[src/rtl/serializer_pkg.sv]
// Shared definitions for the serializer: FSM state encoding and counter sizing.
// Latency: n/a (package).
// Backpressure: n/a (package).
package serializer_pkg;

  // Fixed 2-bit encoding, also used by bench monitors.
  typedef enum logic [1:0] {
    ST_IDLE   = 2'd0,
    ST_SHIFT  = 2'd1,
    ST_PARITY = 2'd2,
    ST_DONE   = 2'd3
  } state_t;

  // Bit counter width: clog2 of the word width, never less than one bit.
  function automatic int unsigned cnt_width(input int unsigned bw);
    return (bw <= 2) ? 1 : $clog2(bw);
  endfunction

endpackage

[src/rtl/bit_down_counter.sv]
// Loadable down-counter with a zero flag; decrements only when enabled.
// Latency: load/decrement visible one cycle after the edge; zero flag follows the count.
// Backpressure: none; enable is the only throttle and the count saturates at zero.
module bit_down_counter #(
  parameter int unsigned WIDTH = 3
) (
  input  logic             clock,
  input  logic             reset,
  input  logic             load,
  input  logic [WIDTH-1:0] load_value,
  input  logic             enable,
  output logic             zero
);

  logic [WIDTH-1:0] count;

  // Load has priority; decrement stops at zero so the counter never wraps.
  always_ff @(posedge clock or posedge reset) begin
    if (reset) begin
      count <= '0;
    end else if (load) begin
      count <= load_value;
    end else if (enable && (count != '0)) begin
      count <= count - WIDTH'(1);
    end
  end

  assign zero = (count == '0);

endmodule

[src/rtl/serializer.sv]
// Parallel-to-serial shifter, MSB first, optional even-parity trailer (SERIALIZER_PARITY_EN).
// Latency: MSB on serial_out in the cycle after the load edge; one bit per shift_enable tick.
// Backpressure: shift_enable low stalls with outputs held; loads accepted only while ready.
module serializer
  import serializer_pkg::*;
#(
  parameter int unsigned bitwidth = 8
) (
  input  logic                clock,
  input  logic                reset,
  input  logic                load_enable,
  input  logic [bitwidth-1:0] value_in,
  input  logic                shift_enable,
  output logic                ready,
  output logic                serial_out,
  output logic                serial_valid,
  output logic                done
);

  localparam int unsigned   CW       = cnt_width(bitwidth);
  localparam logic [CW-1:0] CNT_LAST = CW'(bitwidth - 1);

  state_t              state;
  // serial_out holds the current bit; rest holds the bits still to come, next one at the top.
  logic [bitwidth-2:0] rest;
  logic                cnt_zero;
`ifdef SERIALIZER_PARITY_EN
  logic                parity_bit;
`endif

  bit_down_counter #(
    .WIDTH(CW)
  ) u_cnt (
    .clock      (clock),
    .reset      (reset),
    .load       ((state == ST_IDLE) && load_enable),
    .load_value (CNT_LAST),
    .enable     ((state == ST_SHIFT) && shift_enable),
    .zero       (cnt_zero)
  );

  // Frame sequencing; every output is a flop so no input reaches an output combinationally.
  always_ff @(posedge clock or posedge reset) begin
    if (reset) begin
      state        <= ST_IDLE;
      rest         <= '0;
      ready        <= 1'b1;
      serial_out   <= 1'b0;
      serial_valid <= 1'b0;
      done         <= 1'b0;
`ifdef SERIALIZER_PARITY_EN
      parity_bit   <= 1'b0;
`endif
    end else begin
      done <= 1'b0;
      case (state)
        ST_IDLE: begin
          if (load_enable) begin
            state        <= ST_SHIFT;
            ready        <= 1'b0;
            serial_out   <= value_in[bitwidth-1];
            serial_valid <= 1'b1;
            rest         <= value_in[bitwidth-2:0];
`ifdef SERIALIZER_PARITY_EN
            parity_bit   <= ^value_in;
`endif
          end
        end
        ST_SHIFT: begin
          if (shift_enable) begin
            rest <= rest << 1;
            if (cnt_zero) begin
`ifdef SERIALIZER_PARITY_EN
              state        <= ST_PARITY;
              serial_out   <= parity_bit;
`else
              state        <= ST_DONE;
              serial_out   <= 1'b0;
              serial_valid <= 1'b0;
              done         <= 1'b1;
`endif
            end else begin
              serial_out <= rest[bitwidth-2];
            end
          end
        end
`ifdef SERIALIZER_PARITY_EN
        ST_PARITY: begin
          if (shift_enable) begin
            state        <= ST_DONE;
            serial_out   <= 1'b0;
            serial_valid <= 1'b0;
            done         <= 1'b1;
          end
        end
`endif
        ST_DONE: begin
          state <= ST_IDLE;
          ready <= 1'b1;
        end
        default: begin
          state        <= ST_IDLE;
          ready        <= 1'b1;
          serial_out   <= 1'b0;
          serial_valid <= 1'b0;
        end
      endcase
    end
  end

endmodule
[config.mk]
export PLATFORM = sky130hd
export DESIGN_NAME = serializer
export DESIGN_NICKNAME = d
export VERILOG_FILES = /design/src/rtl/serializer_pkg.sv /design/src/rtl/bit_down_counter.sv /design/src/rtl/serializer.sv
export SDC_FILE = /design/constraint.sdc
export NUM_CORES = 1
export LEC_CHECK = 0
export ABC_CLOCK_PERIOD_IN_PS = 1800
export CAP_MARGIN = 20
export CELL_PAD_IN_SITES_DETAIL_PLACEMENT = 1
export CELL_PAD_IN_SITES_GLOBAL_PLACEMENT = 2
export CORE_MARGIN = 8
export CORE_UTILIZATION = 30
export DETAILED_ROUTE_END_ITERATION = 6
export DONT_BUFFER_PORTS = 1
export PLACE_DENSITY = 0.55
export SLEW_MARGIN = 0
export SYNTH_ARGS = -nofsm -noshare
export SYNTH_HDL_FRONTEND = slang
export SYNTH_SLANG_ARGS = --single-unit
[constraint.sdc]
create_clock -name clock -period 1.8 [get_ports clock]
set_input_delay 0.27 -clock clock [delete_from_list [all_inputs] [get_ports clock]]
set_output_delay 0.27 -clock clock [all_outputs]
set_load 0.03 [all_outputs]
==> flow_summary.rst, run 1 <==
.. list-table::
   :header-rows: 1

   * - Metric
     - Value
   * - Number of enable-type register cells in the synthesized netlist
     - 0
   * - First-pass GRT wire length
     - 3150 um
   * - FF+latch count, synth
     - 16
   * - Number of global-route vias before repair
     - 585
   * - Biggest cell delay along the critical path
     - 0.57 ns
   * - Number of antenna violations at the first check in global routing
     - 0
   * - CTS tree
     - built
   * - Ant. Diodes
     - 0
   * - Kind of capture point of the worst setup path
     - register
   * - Clock slew at the register clock pins of the worst setup and hold paths
     - 0.10 ns
   * - Area growth from synthesis to final layout
     - 6.92%
   * - Worst Path Required
     - 1.99 ns
   * - Largest vdd supply drop
     - 657 uV
   * - Post-route ant nets
     - 0
   * - Height of the die
     - 69.8 um
   * - Maximum number of pins on one net before global-route repair
     - 17
   * - Initial DRT Pass Iterations
     - 3
   * - Die outline width
     - 69.8 um
   * - Total number of nets in the final design
     - 87
   * - Most used cells in the layout excluding fill and tap cells
     - sky130_fd_sc_hd__dfrtp_1 (15), sky130_fd_sc_hd__mux2_4 (11), sky130_fd_sc_hd__inv_1 (5)
   * - Share of total power consumed by net switching
     - 35.9%
   * - Dominant synthesized flop cell
     - sky130_fd_sc_hd__dfrtp_1
   * - Routed len/inst
     - 17.5 um
   * - Run status
     - finished clean
   * - Combinational group share of total power
     - 40.0%
   * - Wire length reported by the detailed router
     - 1800 um
   * - Leakage dissipation
     - 0.459 nW
   * - DRC violation count after routing
     - 0
   * - Critical path peak fanout
     - 10
   * - Via-to-Cell Ratio
     - 4.96
   * - Share of power burned in the clock network
     - 13.9%
   * - Clock root buffer
     - sky130_fd_sc_hd__clkbuf_4
   * - Minimum setup slack after placement
     - 0.303 ns
   * - Final setup fails
     - 0
   * - Clock buffer depth
     - 2
   * - Layout Skew
     - 0.00807 ns
   * - Total global routing overflow
     - 0
   * - Core ar.
     - 0.00276 mm^2
   * - Part of the cycle the worst path needs
     - 84.1%
   * - Filler instances
     - 306
   * - Crit path setup slack, layout
     - 0.287 ns
   * - Max-cap viol count
     - 0
   * - Cells resized by post-CTS repair
     - 0
   * - Nature of the critical path startpoint
     - register
   * - Final HPWL DP
     - 1250 um
   * - Worst relative slew slack
     - 56.9%
   * - Synthesized netlist cell count
     - 68
   * - Family of cells with the greatest summed delay on the critical path
     - flip-flops
   * - Critical path class
     - register to register
   * - Clock Latency Late Sink
     - 0.29 ns
   * - Pin slew with the least headroom to its limit
     - 0.646 ns
   * - Hold Startpoint
     - load_enable
   * - Die Outline Area
     - 0.00487 mm^2
   * - Starting density of the core
     - 31.5%
   * - Fraction of layout instances using a drive strength above 1
     - 29.2%
   * - Mapped Nets
     - 82
   * - Buffer count from post-CTS setup fixing
     - 0
   * - Count of H-tree levels built during CTS
     - 1
   * - Number of CTS-inserted buffers
     - 3
   * - I/O pin count
     - 16
   * - Leading cell type in the layout, fill and taps excluded
     - sky130_fd_sc_hd__dfrtp_1
   * - Number of slew-limit violations in the final report
     - 0
   * - Shortest period the worst path allows
     - 1.51 ns
   * - Synth cell types
     - 25
   * - Internal power consumption
     - 0.964 mW
   * - Power density cells
     - 1620 mW/mm^2
   * - Portion of the post-synthesis area used by sequential elements
     - 46.3%
   * - Synthesis warning total
     - 0
   * - CTS Hold Buffers Added
     - 1
   * - Number of port buffers
     - 0
   * - Combined area of all synthesized cells
     - 868 um^2
   * - Worst-path cell chain
     - nand2_1 -> a21oi_4 -> mux2_2
   * - Overall Global Routing Usage
     - 7.84%
   * - Launch point of the critical path
     - state[0]
   * - Avg Cell Area, Syn
     - 12.8 um^2
   * - Async S/R FF share, synth
     - 100%
   * - Source of the worst register-to-register timing path
     - state[0]
   * - Number of vias in the routed layout
     - 511
   * - Count of buffer and inverter cells on the critical path
     - 0
   * - Proportion of power drawn by flip-flops and latches
     - 46.1%
   * - Final Hold Viols
     - 0
   * - Data arrival, critical path
     - 1.70 ns
   * - Setup repair after global routing missed its margin
     - no
   * - Number of clock sinks seen by CTS
     - 16
   * - Fin Setup TNS
     - 0 ns
   * - Standard-cell row count
     - 19
   * - Min-delay worst type
     - primary input to register
   * - Net load switching power
     - 0.539 mW
   * - GPL Wtd Cong
     - 0.639
   * - Fmax achieved
     - 0.661 GHz
   * - Critical-path cell with the highest stage delay
     - sky130_fd_sc_hd__dfrtp_1
   * - DRC violation total after the first TritonRoute iteration
     - 15
==> state kept, by name, indices dropped and copies added (netlist names) <==
name and flops:
rest 7, u_cnt.count 3, serial_out 1, done 1, state 2, serial_valid 1
ready 1
==> cell type report <==
cell class                 count  area, um^2  area share (%)
clock buffer                   4        26.3            2.83
inverter                       5        18.8            2.02
multi-input combinational     45         425            45.8
sequential                    16         402            43.3
tap                           31        38.8            4.18
timing repair buffer           2        17.5            1.89
==> final timing paths <==
check,to,slack [ns],cells after the start
worst min register to register,u_cnt.count[2],0.48,1
min in group asynchronous,u_cnt.count[0],0.49,2
worst max register to register,rest[6],0.29,3
worst min-delay path,state[0],0.13,2
max in group asynchronous,rest[1],0.89,2
worst max-delay path,rest[6],0.29,3
==> cells in the mapped netlist (3+ instances only) <==
cell / n / area share (%)
sky130_fd_sc_hd__mux2i_1: 4 / 4.6
sky130_fd_sc_hd__mux2_4: 11 / 19
sky130_fd_sc_hd__inv_1: 5 / 2.2
sky130_fd_sc_hd__dfrtp_1: 15 / 43
sky130_fd_sc_hd__nor2_1: 3 / 1.3
==> power by group through the flow <==
stage	combinational [mW]	sequential (mW)	clock (mW)
final	0.602	0.693	0.209
after global routing	0.665	0.715	0.233
after CTS	0.613	0.696	0.220
after detailed placement	0.605	0.703	0
after global placement	0.596	0.699	0
after floorplan	0.565	0.651	0
==> metal layers <==
layer  part of all wire [%]  global-route usage, %  vias to the layer above
li1                       -                      -                      246
met1                     46                   9.57                      255
met2                     47                   11.7                        8
met3                    5.5                   3.72                        2
met4                    1.1                   2.68                        0
met5                      0                      0                        -
==> cells by family after synthesis <==
logic type / synth area share, %
muxes: 24.9
adders and majority gates: 2.88
AOI/OAI and AO/OA: 7.93
and+or+nand+nor: 13.3
buffers and inverters: 4.76
DFF: 46.3
==> stage by stage <==
stage	instances	area (um^2)	hold slack (ns)	utilization (%)	power, mW
3_5_place_dp	98	892	0.295	32.4	1.31
5_1_grt	103	928	0.127	33.7	1.61
3_3_place_gp	98	892	0.292	32.4	1.30
4_1_cts	103	928	0.120	33.7	1.53
6_report	103	928	0.127	33.7	1.50
2_1_floorplan	68	868	0.183	-	1.22
Power figures use the tool's default switching activity.
==> run 2, diff against run 1 <==
ABC_CLOCK_PERIOD_IN_PS = 1600   (was 1800)
clock period = 1.6 ns   (was 1.8 ns; I/O delays follow)
==> flow_summary.rst, run 2 (synthesized netlist as in run 1, its figures left out) <==
.. list-table::
   :header-rows: 1

   * - Metric
     - Value
   * - Hold Path Stages
     - 2 (unchanged)
   * - Largest register by flop count
     - rest (unchanged)
   * - Reg2reg path depth
     - 3 (unchanged)
   * - Count of H-tree levels built during CTS
     - 1 (unchanged)
   * - GPL Wtd Cong
     - 0.639 (about the same)
   * - Die Outline Area
     - 0.00487 mm^2 (unchanged)
   * - R2R Path End
     - rest[6] (unchanged)
   * - Clock Latency Late Sink
     - 0.29 ns (about the same)
   * - Worst hold margin
     - 0.0936 ns (was 0.127 ns)
   * - Data arrival, critical path
     - 1.67 ns (was 1.70 ns)
   * - Leading cell type in the layout, fill and taps excluded
     - sky130_fd_sc_hd__dfrtp_1 (unchanged)
   * - Ant. Diodes
     - 0 (unchanged)
   * - Clock root buffer
     - sky130_fd_sc_hd__clkbuf_4 (unchanged)
   * - Part of the cycle the worst path needs
     - 92.8% (was 84.1%)
   * - I/O pin count
     - 16 (unchanged)
   * - Number of standard cells in the layout, taps in and fillers out
     - 104 (was 103)
   * - Post-route ant nets
     - 0 (unchanged)
   * - First-pass GRT wire length
     - 2860 um (was 3150 um)
   * - Post-layout instance area
     - 946 um^2 (was 928 um^2)
   * - Buffer count from post-CTS setup fixing
     - 0 (unchanged)
   * - Crit path setup slack, layout
     - 0.116 ns (was 0.287 ns)
   * - Pin slew with the least headroom to its limit
     - 0.645 ns (was 0.646 ns)
   * - Critical path peak fanout
     - 10 (unchanged)
   * - Fraction of layout instances using a drive strength above 1
     - 31.5% (was 29.2%)
   * - Nature of the critical path startpoint
     - register (unchanged)
   * - Number of clock sinks seen by CTS
     - 16 (unchanged)
   * - Placed insts
     - 99 (was 98)
   * - Source of the worst register-to-register timing path
     - state[0] (unchanged)
   * - Shortest period the worst path allows
     - 1.48 ns (was 1.51 ns)
   * - DRC violation count after routing
     - 0 (unchanged)
   * - Setup slack, reg-to-reg
     - 0.12 ns (was 0.29 ns)
   * - Worst relative slew slack
     - 57.0% (was 56.9%)
   * - Setup repair after global routing missed its margin
     - no (unchanged)
   * - Number of global-route vias before repair
     - 571 (was 585)
   * - DRC violation total after the first TritonRoute iteration
     - 2 (was 15)
   * - Cell Area, Placed
     - 900 um^2 (was 892 um^2)
   * - Layout Skew
     - 0.00262 ns (was 0.00807 ns)
   * - Worst Path Required
     - 1.79 ns (was 1.99 ns)
   * - Hold Startpoint
     - load_enable (unchanged)
   * - Min-delay worst type
     - primary input to register (unchanged)
   * - Routed len/inst
     - 16.6 um (was 17.5 um)
   * - Launch point of the critical path
     - state[0] (unchanged)
   * - Final HPWL DP
     - 1230 um (was 1250 um)
   * - Number of CTS-inserted buffers
     - 3 (unchanged)
   * - Final core area utilization
     - 34.3% (was 33.7%)
   * - Initial DRT Pass Iterations
     - 2 (was 3)
   * - Height of the die
     - 69.8 um (unchanged)
   * - Overall Global Routing Usage
     - 7.28% (was 7.84%)
   * - Number of port buffers
     - 0 (unchanged)
   * - Fin Setup TNS
     - 0 ns (unchanged)
   * - Clock buffer depth
     - 2 (unchanged)
   * - Final Hold Viols
     - 0 (unchanged)
   * - Area growth from synthesis to final layout
     - 8.93% (was 6.92%)
   * - Via-to-Cell Ratio
     - 4.93 (was 4.96)
   * - Critical path class
     - register to register (unchanged)
   * - Flip-flop count of the largest register, all copies and words added
     - 7 (unchanged)
   * - Max-cap viol count
     - 0 (unchanged)
   * - Largest vdd supply drop
     - 753 uV (was 657 uV)
   * - Final setup fails
     - 0 (unchanged)
   * - Run status
     - finished clean (unchanged)
   * - Die outline width
     - 69.8 um (unchanged)
   * - Total global routing overflow
     - 0 (unchanged)
   * - Fmax achieved
     - 0.674 GHz (was 0.661 GHz)
   * - Minimum setup slack after placement
     - 0.115 ns (was 0.303 ns)
   * - Standard-cell row count
     - 19 (unchanged)
   * - Worst setup path endpoint
     - rest[6] (unchanged)
   * - Most used cells in the layout excluding fill and tap cells
     - sky130_fd_sc_hd__dfrtp_1 (15), sky130_fd_sc_hd__mux2_4 (11), sky130_fd_sc_hd__inv_1 (5) (unchanged)
   * - Maximum number of pins on one net before global-route repair
     - 17 (unchanged)
   * - CTS Hold Buffers Added
     - 1 (unchanged)
   * - Kind of capture point of the worst setup path
     - register (unchanged)
   * - Final total power
     - 1.73 mW (was 1.50 mW)
   * - Clock slew at the register clock pins of the worst setup and hold paths
     - 0.10 ns (about the same)
   * - Core ar.
     - 0.00276 mm^2 (unchanged)
   * - Total number of nets in the final design
     - 88 (was 87)
   * - Largest registers
     - rest x7, u_cnt.count x3, state x2 (unchanged)
   * - Wire length reported by the detailed router
     - 1730 um (was 1800 um)
   * - Number of vias in the routed layout
     - 513 (was 511)
   * - CTS tree
     - built (unchanged)
   * - Starting density of the core
     - 31.5% (unchanged)
   * - Number of antenna violations at the first check in global routing
     - 0 (unchanged)
   * - Power density cells
     - 1830 mW/mm^2 (was 1620 mW/mm^2)
   * - Number of slew-limit violations in the final report
     - 0 (unchanged)
   * - Leakage dissipation
     - 0.471 nW (was 0.459 nW)
   * - Cells resized by post-CTS repair
     - 0 (unchanged)
==> run 2: cell count changes in the layout (fill, tap and decap cells not counted) <==
| cell | delta |
|---|---|
| sky130_fd_sc_hd__clkbuf_8 | +1 |
| sky130_fd_sc_hd__clkbuf_1 | -1 |
| sky130_fd_sc_hd__buf_4 | +1 |
==> run 2: per-layer routing <==
layer  track usage [%]  vias up  wire length (um)
met3              3.86        2                97
met1              8.66      253               804
li1                  -      250                 -
met4              2.68        0                19
met5                 0        -                 0
met2              10.8        8               808
==> run 2: how the worst min path moves through the flow <==
stage	to	slack, ns
final	state[0]	0.09
after global routing	state[0]	0.10
after detailed placement	u_cnt.count[0]	0.26
after CTS	state[0]	0.09
after global placement	u_cnt.count[0]	0.26
after floorplan	done	0.15
==> run 2: critical path, cell delays in order, from the launching register on <==
cell and delay (ns):
sky130_fd_sc_hd__dfrtp_1 0.54, sky130_fd_sc_hd__nand2_1 0.15, sky130_fd_sc_hd__a21oi_4 0.31, sky130_fd_sc_hd__mux2_2 0.37
==> run 2: area by class of cell <==
class                           instances  area (um^2)
Clock buffer                            4         36.3
Fill cell                             307         1810
Inverter                                5         18.8
Multi-Input combinational cell         45          425
Sequential cell                        16          402
Tap cell                               31         38.8
Timing Repair Buffer                    3         25.0
==> run 2: power breakdown <==
part / total, mW / switching [mW] / internal, mW
clock: 0.280 / 0.141 / 0.139
combinational: 0.685 / 0.267 / 0.419
sequential: 0.770 / 0.195 / 0.575
